===== config.mk =====
export PLATFORM = sky130hd
export DESIGN_NAME = sn_arbiter
export DESIGN_NICKNAME = d
export VERILOG_FILES = /design/src/rtl/sn_arbiter.sv
export SDC_FILE = /design/constraint.sdc
export NUM_CORES = 1
export LEC_CHECK = 0
export ABC_CLOCK_PERIOD_IN_PS = 2000
export BUFFER_PORTS_ARGS = -buffer_cell sky130_fd_sc_hd__buf_2
export CORE_AREA = 2 2 39 41
export CTS_BUF_LIST = sky130_fd_sc_hd__clkbuf_4 sky130_fd_sc_hd__clkbuf_8 sky130_fd_sc_hd__clkbuf_16
export DETAILED_ROUTE_END_ITERATION = 7
export DIE_AREA = 0 0 41 43
export GPL_ROUTABILITY_DRIVEN = 0
export HOLD_SLACK_MARGIN = 0.05
export PLACE_DENSITY = 0.69
export SLEW_MARGIN = 20
export SYNTH_ARGS = -nofsm -noshare
export SYNTH_HDL_FRONTEND = slang
export SYNTH_SLANG_ARGS = --single-unit

===== constraint.sdc =====
create_clock -name clk -period 2 [get_ports clk]
set_input_delay 0.4 -clock clk [delete_from_list [all_inputs] [get_ports clk]]
set_output_delay 0.4 -clock clk [all_outputs]
set_load 0.02 [all_outputs]

===== src/rtl/sn_arbiter.sv =====
// sn_arbiter: round-robin arbiter that shares the single snooper write port
// among N packetfilter cores. One idle core is offered to the snooper.
// Write strobes and done pulses are steered to that core only. Address and
// data are broadcast elsewhere, so only the enables are handled here.
module sn_arbiter #(
  parameter int N         = 4,
  parameter int SEL_WIDTH = 2
) (
  input  logic                 clk,
  input  logic                 rst_n,
  input  logic [N-1:0]         core_rdy,
  output logic [N-1:0]         core_rdy_ack,
  output logic [N-1:0]         core_wr_en,
  output logic [N-1:0]         core_done,
  output logic                 sn_rdy,
  input  logic                 sn_rdy_ack,
  input  logic                 sn_wr_en,
  input  logic                 sn_done,
  output logic [SEL_WIDTH-1:0] grant_idx,
  output logic                 busy,
  output logic                 stray_done
);

  typedef enum logic [1:0] {
    IDLE  = 2'd0,
    OFFER = 2'd1,
    BUSY  = 2'd2
  } state_t;

  state_t               state_q, state_d;
  logic [SEL_WIDTH-1:0] grant_q, grant_d;
  logic [SEL_WIDTH-1:0] last_q, last_d;
  logic [SEL_WIDTH-1:0] rr_idx;
  logic [SEL_WIDTH-1:0] cand_idx;
  logic                 rr_found;
  logic                 stray_q;
  int unsigned          cand;

  // Round-robin search: first ready core from last+1 upward, wrapping mod N
  always_comb begin
    rr_found = 1'b0;
    rr_idx   = '0;
    cand     = 0;
    cand_idx = '0;
    for (int unsigned i = 1; i <= N; i++) begin
      cand     = (32'(last_q) + i) % N;
      cand_idx = SEL_WIDTH'(cand);
      if (!rr_found && core_rdy[cand_idx]) begin
        rr_found = 1'b1;
        rr_idx   = cand_idx;
      end
    end
  end

  // State, grant and round-robin pointer registers
  always_ff @(posedge clk or negedge rst_n) begin
    if (!rst_n) begin
      state_q <= IDLE;
      grant_q <= '0;
      last_q  <= SEL_WIDTH'(N - 1);
    end else begin
      state_q <= state_d;
      grant_q <= grant_d;
      last_q  <= last_d;
    end
  end

  // Next-state logic and steered outputs, all decoded from registered state
  always_comb begin
    state_d      = state_q;
    grant_d      = grant_q;
    last_d       = last_q;
    sn_rdy       = 1'b0;
    core_rdy_ack = '0;
    core_wr_en   = '0;
    core_done    = '0;
    case (state_q)
      IDLE: begin
        if (rr_found) begin
          grant_d = rr_idx;
          state_d = OFFER;
        end
      end
      OFFER: begin
        sn_rdy = core_rdy[grant_q];
        if (!core_rdy[grant_q]) begin
          // Withdrawn offer: pointer untouched so the search restarts in place
          state_d = IDLE;
        end else if (sn_rdy_ack) begin
          core_rdy_ack[grant_q] = 1'b1;
          last_d                = grant_q;
          state_d               = BUSY;
        end
      end
      BUSY: begin
        core_wr_en[grant_q] = sn_wr_en;
        core_done[grant_q]  = sn_done;
        if (sn_done) state_d = IDLE;
      end
      default: state_d = IDLE;
    endcase
  end

  // Sticky flag for end-of-packet pulses arriving outside a packet
  always_ff @(posedge clk or negedge rst_n) begin
    if (!rst_n) stray_q <= 1'b0;
    else if (sn_done && state_q != BUSY) stray_q <= 1'b1;
  end

  assign grant_idx  = grant_q;
  assign busy       = (state_q == BUSY);
  assign stray_done = stray_q;

endmodule


==> results.md, run 1 <==
* Status: complete, no violations
* H-tree Lvls at 1
* Area leader, netlist: dfrtp_1
* Tot Pwr at 952 uW
* Most common cell in the synthesized netlist: nor2_1
* Layout area overhead at 33.0%
* Endpoints failing hold at 0
* 1st-iter DRT viols at 7
* Vias at 560
* Post-synthesis sequential area ratio at 32.3%
* Lkg Pwr at between 0.0003 and 0.0004 uW
* Full die area at 1760 um^2
* Synth Net Count at 72
* MaxCap Viol Count at 0
* Final wirelength at 1220 um
* Setup violators final at 0
* CTS tree: built
* Period minus WS final at approximately 1.9 ns
* Routed len/inst at 11.3 um
* Residual DRC count at 0
* Largest net degree at the start of global routing at 13
* Syn Std Cell Area at 549 um^2
* Pwr dens at between 1000 and 1500 nW/um^2
* Synthesis Warnings at 0
* Crit path capture type: output pin
* Initial Util at 39.7%
* IO Port Bufs at 25
* Nets at 102
* Vias in the first global route at about 500
* Clk Latency, worst-skew pair at ~0.24 ns
* Maximum clock rate at 533 MHz
* CTS clk-pin slew, worst paths at 0.05 ns
* Core Region at 1380 um^2
* CTS Buffer Depth at 2
* Classification of the worst-slack hold path: in2reg
* Clock sinks at 7
* Share of layout cells above drive strength 1 at 43.5%
* First-pass GRT wire length at 1870 um
* Post_cts resized at 0
* DR vias/cell at 5.19
* Initial antenna violation count at 0
* Commonest cells in the netlist: nor2_1, nand2_1, dfrtp_1, nand2b_1
* Number of synthesized flops with an enable pin at 0
* Required time of the critical path at 1.60 ns
* Startpoint type of the worst setup path: flop
* Crit Path Max Fanout at 2
* Yosys reg bits at 7
* Postcts setup bufs at 0
* Slew Viols, Final at 0
* Row Count at 14
* Syn_area_per_cell at between 8 and 9 um^2
* DIE WIDTH at 41 um
* Ant. Diodes at 0
* Top_reg_cell synth: dfrtp_1
* Setup CP Type: reg2out
* Clock skew at 0.00269 ns
* Headroom to the max-slew limit at 71.4%
* Top-area cell type share of the netlist area at between 20% and 30%
* Critical Path AT at 1.48 ns
* Period Utilization, post-route at between 90% and 100%
* VDD IR max at 0.000579 V
* RSZ-0062 raised after global routing: no
* Worst-margin pin slew at 0.425 ns
* Die Y at 43 um
* CTS Buf Count at 3
* Gate Count Post-Synth at 63
* Setup TNS at 0 ns
* Synth async-reset ratio at 100%
* Top cells by area, synth: dfrtp_1, dfstp_2, mux2_2
* Final antenna-violating net count at 0
* Post-cts hold buffer count at 1
* Synth unique cells at 31
* Gr usage total at 15.6%
* Post-DP HPWL at 978 um
* I/O pins at 26
* Grt ovf at 0
* Root Driver: clkbuf_4
* Fillers at 138
* Drt first pass iters at 4
layout by cell type, fill, tap and decap left out, drive strengths merged, types with 2 or more instances in the layout:
| cell | Yosys | final |
|---|---|---|
| buf | 1 | 27 |
| nor2 | 8 | 8 |
| nand2 | 6 | 6 |
| nand2b | 5 | 5 |
| dfrtp | 5 | 5 |
| clkbuf | 2 | 4 |
| inv | 3 | 3 |
| mux2 | 3 | 3 |
| a21oi | 3 | 3 |
| o21ai | 3 | 3 |
| nor3 | 2 | 2 |
| o31ai | 2 | 2 |
| dfstp | 2 | 2 |
| and3b | 2 | 2 |
| and4 | 2 | 2 |
worst max-delay path: stages, from the launching register on:
cell,delay [ns]
dfrtp_1,0.36
mux4_2,0.52
and3b_4,0.21
buf_2,0.15
through the flow:
stage	area (um^2)	cells	worst slack [ns]	hold WS, ns	util [%]
finish	731	108	0.124	0.392	52.8
global route	731	108	0.0514	0.412	52.8
CTS	731	108	0.0994	0.387	52.8
detailed placement	691	103	0.211	0.232	49.9
global placement	691	103	0.210	0.231	49.9
floorplan	549	63	0.259	0.104	-
worst paths after layout:
kind / from / to / slack [ns] / cells past startpoint
worst max register to register: state_q[1]$_DFFE_PN0P_ / grant_idx[1]$_DFFE_PN0P_ / 0.59 / 2
min in group asynchronous: rst_n / stray_done$_DFFE_PN0P_ / 0.52 / 2
worst min register to register: stray_done$_DFFE_PN0P_ / stray_done$_DFFE_PN0P_ / 0.45 / 1
worst min-delay path: sn_done / stray_done$_DFFE_PN0P_ / 0.39 / 2
max in group asynchronous: rst_n / last_q[0]$_DFFE_PN1P_ / 1.26 / 2
worst max-delay path: grant_idx[0]$_DFFE_PN0P_ / sn_rdy / 0.12 / 3
per-layer routing:
layer | track usage, % | share of wire [%] | wire length, um | up-vias
met5 | 0 | 0 | 0 | -
met4 | 8.00 | 0 | 0 | 0
met3 | 1.57 | 6.4 | 78 | 0
met2 | 28.1 | 54 | 660 | 18
met1 | 16.2 | 39 | 479 | 255
li1 | - | - | - | 287
registers in the layout, indices dropped and copies added (netlist names):
signal and cells:
state_q 2, stray_done 1, last_q 2, grant_idx 2
cell type report:
type / instances / area, um^2 / area share (%)
tap: 16 / 20.0 / 2.74
multi-input combinational: 50 / 342 / 46.7
inverter: 3 / 11.3 / 1.54
sequential: 7 / 178 / 24.3
timing repair buffer: 28 / 150 / 20.5
clock buffer: 4 / 30.0 / 4.11
power breakdown:
| group | internal [uW] | total (uW) | switching (uW) |
|---|---|---|---|
| clock network | 89.1 | 132 | 43.2 |
| logic | 247 | 528 | 281 |
| registers | 216 | 292 | 75.7 |
kinds of logic after synthesis:
kind of cell | synth area share [%]
simple gates | 32.6
mux | 12.1
compound gates | 17.5
flops | 32.3
buf+inv | 5.47
No activity file was read; power rests on OpenSTA's default activity.
==> inputs of run 2 (changes only) <==
==> constraint.sdc (replaced) <==
create_clock -name clk -period 2 [get_ports clk]
set_input_delay 0.2 -clock clk [delete_from_list [all_inputs] [get_ports clk]]
set_output_delay 0.2 -clock clk [all_outputs]
set_load 0.02 [all_outputs]
==> run 2 against run 1 <==
- final area decreased by 2.1%
- hold slack got worse by 0.21 ns
- setup slack improved by 0.011 ns
- maximum frequency increased by 0.57%
- largest cell class unchanged
==> results.md, run 2 (synthesized netlist as in run 1, its figures left out) <==
* Root Driver: clkbuf_4 (unchanged)
* Net Sw Power at 394 uW (was 400 uW)
* Post-DP HPWL at 915 um (was 978 um)
* Post-cts hold buffer count at 1 (unchanged)
* Drt first pass iters at 4 (unchanged)
* Finished Layout Cells at 106 (was 108)
* Setup CP Type: reg2out (unchanged)
* Final worst slack at 0.134 ns (was 0.124 ns)
* Postcts setup bufs at 0 (unchanged)
* H-tree Lvls at 1 (unchanged)
* Required time of the critical path at 1.80 ns (was 1.60 ns)
* Most frequent cells in the layout: buf_2, nor2_1, nand2_1, nand2b_1, dfrtp_1 (unchanged)
* Met3 Routed Length at 76 um (was 78 um)
* Cell count after placement at 101 (was 103)
* Final wirelength at 1210 um (was 1220 um)
* CTS Buf Count at 3 (unchanged)
* Die Y at 43 um (unchanged)
* Clk pwr share at 15.5% (was 13.9%)
* Worst-margin pin slew at 0.425 ns (about the same)
* Initial antenna violation count at 0 (unchanged)
* Slew Viols, Final at 0 (unchanged)
* Wire length on met2 at 611 um (was 660 um)
* First-pass GRT wire length at 1960 um (was 1870 um)
* Maximum clock rate at 536 MHz (was 533 MHz)
* Top Layer Used: met3 (unchanged)
* 1st-iter DRT viols at 9 (was 7)
* Nets at 100 (was 102)
* Clock skew at 0.0000664 ns (was 0.00269 ns)
* Seq pwr share at 35.9% (was 30.6%)
* Initial Util at 39.7% (unchanged)
* Core Region at 1380 um^2 (unchanged)
* Status: complete, no violations (unchanged)
* Clk Latency, worst-skew pair at 0.25 ns (was 0.24 ns)
* Crit Path Max Fanout at 10 (was 2)
* MaxCap Viol Count at 0 (unchanged)
* Setup TNS at 0 ns (unchanged)
* Ant. Diodes at 0 (unchanged)
* Worst Hold Path Cells at 2 (unchanged)
* Switching fraction of total power at 42.9% (was 42.0%)
* DIE WIDTH at 41 um (unchanged)
* IO Port Bufs at 25 (unchanged)
* Lkg Pwr at 0.000368 uW (was 0.000378 uW)
* Clock sinks at 7 (unchanged)
* Post_cts resized at 0 (unchanged)
* DR vias/cell at 5.22 (was 5.19)
* Routed len/inst at 11.4 um (was 11.3 um)
* Endpoints failing hold at 0 (unchanged)
* Worst Reg-to-Reg Cells at 3 (was 2)
* Residual DRC count at 0 (unchanged)
* I/O pins at 26 (unchanged)
* Commonest non-fill, non-tap cell in the layout: buf_2 (unchanged)
* Vias in the first global route at 484 (was 498)
* Row Count at 14 (unchanged)
* Classification of the worst-slack hold path: in2reg (unchanged)
* Gate power share at 48.7% (was 55.5%)
* Headroom to the max-slew limit at 71.4% (about the same)
* Met1 WL at 524 um (was 479 um)
* CTS Buffer Depth at 2 (unchanged)
* Pre-CTS setup slack at 0.399 ns (was 0.211 ns)
* Vias at 553 (was 560)
* Period minus WS final at 1.87 ns (was 1.88 ns)
* Layout area overhead at 30.3% (was 33.0%)
* Period Utilization, post-route at 93.3% (was 93.8%)
* Share of layout cells above drive strength 1 at 42.2% (was 43.5%)
* VDD IR max at 0.000517 V (was 0.000579 V)
* Multi-input gate area at 342 um^2 (unchanged)
* Crit path capture type: output pin (unchanged)
* Fillers at 133 (was 138)
* Reg area at 178 um^2 (unchanged)
* CTS clk-pin slew, worst paths at 0.05 ns (about the same)
* Final antenna-violating net count at 0 (unchanged)
* CTS tree: built (unchanged)
* Grt ovf at 0 (unchanged)
* RSZ-0062 raised after global routing: no (unchanged)
* Largest net degree at the start of global routing at 16 (was 13)
* Internal power at 525 uW (was 552 uW)
* Gr usage total at 16.6% (was 15.6%)
* Full die area at 1760 um^2 (unchanged)
* Startpoint type of the worst setup path: flop (unchanged)
* Pwr dens at 1290 nW/um^2 (was 1300 nW/um^2)
* Setup violators final at 0 (unchanged)
* Critical Path AT at 1.67 ns (was 1.48 ns)
run 2: changes by cell type in the layout (fill, tap and decap cells not counted), sizes merged:
cell	previous run	this run
buf	27	25
run 2: cell type report:
| class | instances | share of cell area [%] |
|---|---|---|
| Timing Repair Buffer | 26 | 18.9 |
| Multi-Input combinational cell | 50 | 47.7 |
| Clock buffer | 4 | 4.20 |
| Tap cell | 16 | 2.80 |
| Inverter | 3 | 1.57 |
| Sequential cell | 7 | 24.8 |
run 2: path summary, 6_finish.rpt:
check | startpoint | to | slack [ns]
worst min-delay path | sn_done | state_q[1]$_DFFE_PN0P_ | 0.19
max in group asynchronous | rst_n | last_q[0]$_DFFE_PN1P_ | 1.45
min in group asynchronous | rst_n | stray_done$_DFFE_PN0P_ | 0.32
worst max-delay path | grant_idx[0]$_DFFE_PN0P_ | sn_rdy | 0.13
worst min register to register | stray_done$_DFFE_PN0P_ | stray_done$_DFFE_PN0P_ | 0.46
worst max register to register | grant_idx[0]$_DFFE_PN0P_ | last_q[1]$_DFFE_PN1P_ | 0.44
run 2: worst max-delay path: stages (launching register included):
cell,delay [ns]
dfrtp_1,0.49
mux4_2,0.56
and3b_4,0.21
buf_2,0.15
run 2: per-layer routing:
metal  global-route usage [%]  vias to the layer above
met5                        0                        -
met4                     8.00                        0
met3                     4.71                        0
met2                     27.2                       18
met1                     18.6                      256
li1                         -                      279
run 2: per-stage QoR:
stage / hold slack (ns) / power, uW / instance area, um^2 / utilization (%)
2_1_floorplan: -0.0956 / 680 / 549 / -
3_3_place_gp: 0.0394 / 776 / 676 / 48.8
3_5_place_dp: 0.0406 / 780 / 676 / 48.8
4_1_cts: 0.180 / 930 / 716 / 51.7
5_1_grt: 0.189 / 999 / 716 / 51.7
6_report: 0.187 / 920 / 716 / 51.7
run 2: power by group through the flow:
stage	combinational (uW)	sequential (uW)	clock, uW
2_1_floorplan	378	301	0
3_3_place_gp	447	328	0
3_5_place_dp	448	332	0
4_1_cts	452	331	147
5_1_grt	493	350	156
6_report	448	330	142
==> inputs of run 3 (changes only) <==
==> config.mk (replaced) <==
export PLATFORM = sky130hd
export DESIGN_NAME = sn_arbiter
export DESIGN_NICKNAME = d
export VERILOG_FILES = /design/src/rtl/sn_arbiter.sv
export SDC_FILE = /design/constraint.sdc
export NUM_CORES = 1
export LEC_CHECK = 0
export ABC_CLOCK_PERIOD_IN_PS = 2000
export CORE_AREA = 2 2 39 41
export DETAILED_ROUTE_END_ITERATION = 7
export DIE_AREA = 0 0 41 43
export DONT_BUFFER_PORTS = 1
export GPL_ROUTABILITY_DRIVEN = 0
export HOLD_SLACK_MARGIN = 0.05
export PLACE_DENSITY = 0.53
export SLEW_MARGIN = 20
export SYNTH_ARGS = -nofsm -noshare
export SYNTH_HDL_FRONTEND = slang
export SYNTH_SLANG_ARGS = --single-unit
==> run 3 against run 2 <==
- register-to-register slack better by 0.13 ns
- sequential share of layout area grew 4.0 points
- flip-flop and latch count unchanged
- largest power group unchanged
- clock skew grew 0.00061 ns
- highest routed layer unchanged
==> results.md, run 3 (synthesized netlist as in run 1, its figures left out) <==
* Vias at 486 (was 553)
* Worst-margin pin slew at 0.433 ns (was 0.425 ns)
* Clock sinks at 7 (unchanged)
* Period minus WS final at 1.71 ns (was 1.87 ns)
* Pwr dens at 1430 nW/um^2 (was 1290 nW/um^2)
* Clk Latency, worst-skew pair at 0.24 ns (was 0.25 ns)
* Core Region at 1380 um^2 (unchanged)
* Required time of the critical path at 1.80 ns (about the same)
* I/O pins at 26 (unchanged)
* Crit Path Max Fanout at 6 (was 10)
* Vias in the first global route at 440 (was 484)
* Row Count at 14 (unchanged)
* 1st-iter DRT viols at 6 (was 9)
* Commonest non-fill, non-tap cell in the layout: nor2_1 (was buf_2)
* Final antenna-violating net count at 0 (unchanged)
* Classification of the worst-slack hold path: in2reg (unchanged)
* Final wirelength at 1200 um (was 1210 um)
* Lkg Pwr at 0.000267 uW (was 0.000368 uW)
* Setup violators final at 0 (unchanged)
* Crit path capture type: output pin (unchanged)
* Tot Pwr at 880 uW (was 920 uW)
* Setup CP Type: reg2out (unchanged)
* H-tree Lvls at 1 (unchanged)
* RSZ-0062 raised after global routing: no (unchanged)
* Layout area overhead at 12.3% (was 30.3%)
* Nets at 79 (was 100)
* Clock skew at 0.000678 ns (was 0.0000664 ns)
* CTS Buf Count at 3 (unchanged)
* Initial antenna violation count at 0 (unchanged)
* Critical Path AT at 1.51 ns (was 1.67 ns)
* Initial Util at 39.7% (unchanged)
* CTS Buffer Depth at 2 (unchanged)
* DR vias/cell at 5.72 (was 5.22)
* Residual DRC count at 0 (unchanged)
* Headroom to the max-slew limit at 70.9% (was 71.4%)
* Most frequent cells in the layout: nor2_1, nand2_1, nand2b_1, dfrtp_1, buf_4 (was buf_2, nor2_1, nand2_1, nand2b_1, dfrtp_1)
* Drt first pass iters at 4 (unchanged)
* Root Driver: clkbuf_4 (unchanged)
* Endpoints failing hold at 0 (unchanged)
* VDD IR max at 0.000597 V (was 0.000517 V)
* CTS tree: built (unchanged)
* Postcts setup bufs at 0 (unchanged)
* First-pass GRT wire length at 1900 um (was 1960 um)
* MaxCap Viol Count at 0 (unchanged)
* CTS clk-pin slew, worst paths at 0.05 ns (about the same)
* Ant. Diodes at 0 (unchanged)
* Post_cts resized at 0 (unchanged)
* DIE WIDTH at 41 um (unchanged)
* IO Port Bufs at 0 (was 25)
* Period Utilization, post-route at 85.7% (was 93.3%)
* Setup TNS at 0 ns (unchanged)
* Full die area at 1760 um^2 (unchanged)
* Status: complete, no violations (unchanged)
* Startpoint type of the worst setup path: flop (unchanged)
* Die Y at 43 um (unchanged)
* Hold slack at 0.0830 ns (was 0.187 ns)
* Routed len/inst at 14.1 um (was 11.4 um)
* Grt ovf at 0 (unchanged)
* Pre-CTS setup slack at 0.527 ns (was 0.399 ns)
* Final worst slack at 0.285 ns (was 0.134 ns)
* Gr usage total at 16.2% (was 16.6%)
* Maximum clock rate at 583 MHz (was 536 MHz)
* Slew Viols, Final at 0 (unchanged)
* Share of layout cells above drive strength 1 at 23.2% (was 42.2%)
* Post-DP HPWL at 934 um (was 915 um)
* Largest net degree at the start of global routing at 10 (was 16)
## run 3: report_power, final
group	internal (uW)	switching [uW]
logic	210	250
clock network	75.6	44.2
registers	216	83.8
total	501	378
## run 3: stage by stage
step / instances / cell area (um^2) / utilization, %
after detailed placement: 80 / 581 / 42.0
after global placement: 80 / 581 / 42.0
final: 85 / 617 / 44.6
after floorplan: 63 / 549 / -
after global routing: 85 / 617 / 44.6
after CTS: 85 / 617 / 44.6
## run 3: final timing paths
check                           slack (ns)                      from  cells past startpoint                       end
max in group asynchronous             1.46                     rst_n                      1     last_q[1]$_DFFE_PN1P_
worst min-delay path                  0.08                   sn_done                      1    state_q[1]$_DFFE_PN0P_
min in group asynchronous             0.27                     rst_n                      1  grant_idx[0]$_DFFE_PN0P_
worst max-delay path                  0.29    state_q[0]$_DFFE_PN0P_                      4              core_done[2]
worst max register to register        0.57  grant_idx[0]$_DFFE_PN0P_                      3    state_q[0]$_DFFE_PN0P_
worst min register to register        0.54     last_q[0]$_DFFE_PN1P_                      1     last_q[0]$_DFFE_PN1P_
## run 3: area by class of cell
cell class	count	area, um^2
Clock buffer	4	26.3
Fill cell	150	767
Inverter	3	11.3
Multi-Input combinational cell	50	342
Sequential cell	7	178
Tap cell	16	20.0
Timing Repair Buffer	5	40.0
## run 3: layer usage
metal	track usage, %	part of all wire [%]	vias up
li1	-	-	237
met1	20.9	42	231
met2	24.7	51	18
met3	1.57	7.1	0
met4	10.0	0	0
met5	0	0	-
## run 3: worst max-delay path, cell delays in order, from the launching register on
cell	delay [ns]
dfrtp_1	0.41
nand2b_1	0.19
inv_1	0.19
nand2_1	0.14
nor2_1	0.34
## run 3: repair_timing
item,in CTS,in global routing
hold buffers,1,0
endpoints found under the hold margin,7,0
endpoints found under the setup margin,0,0
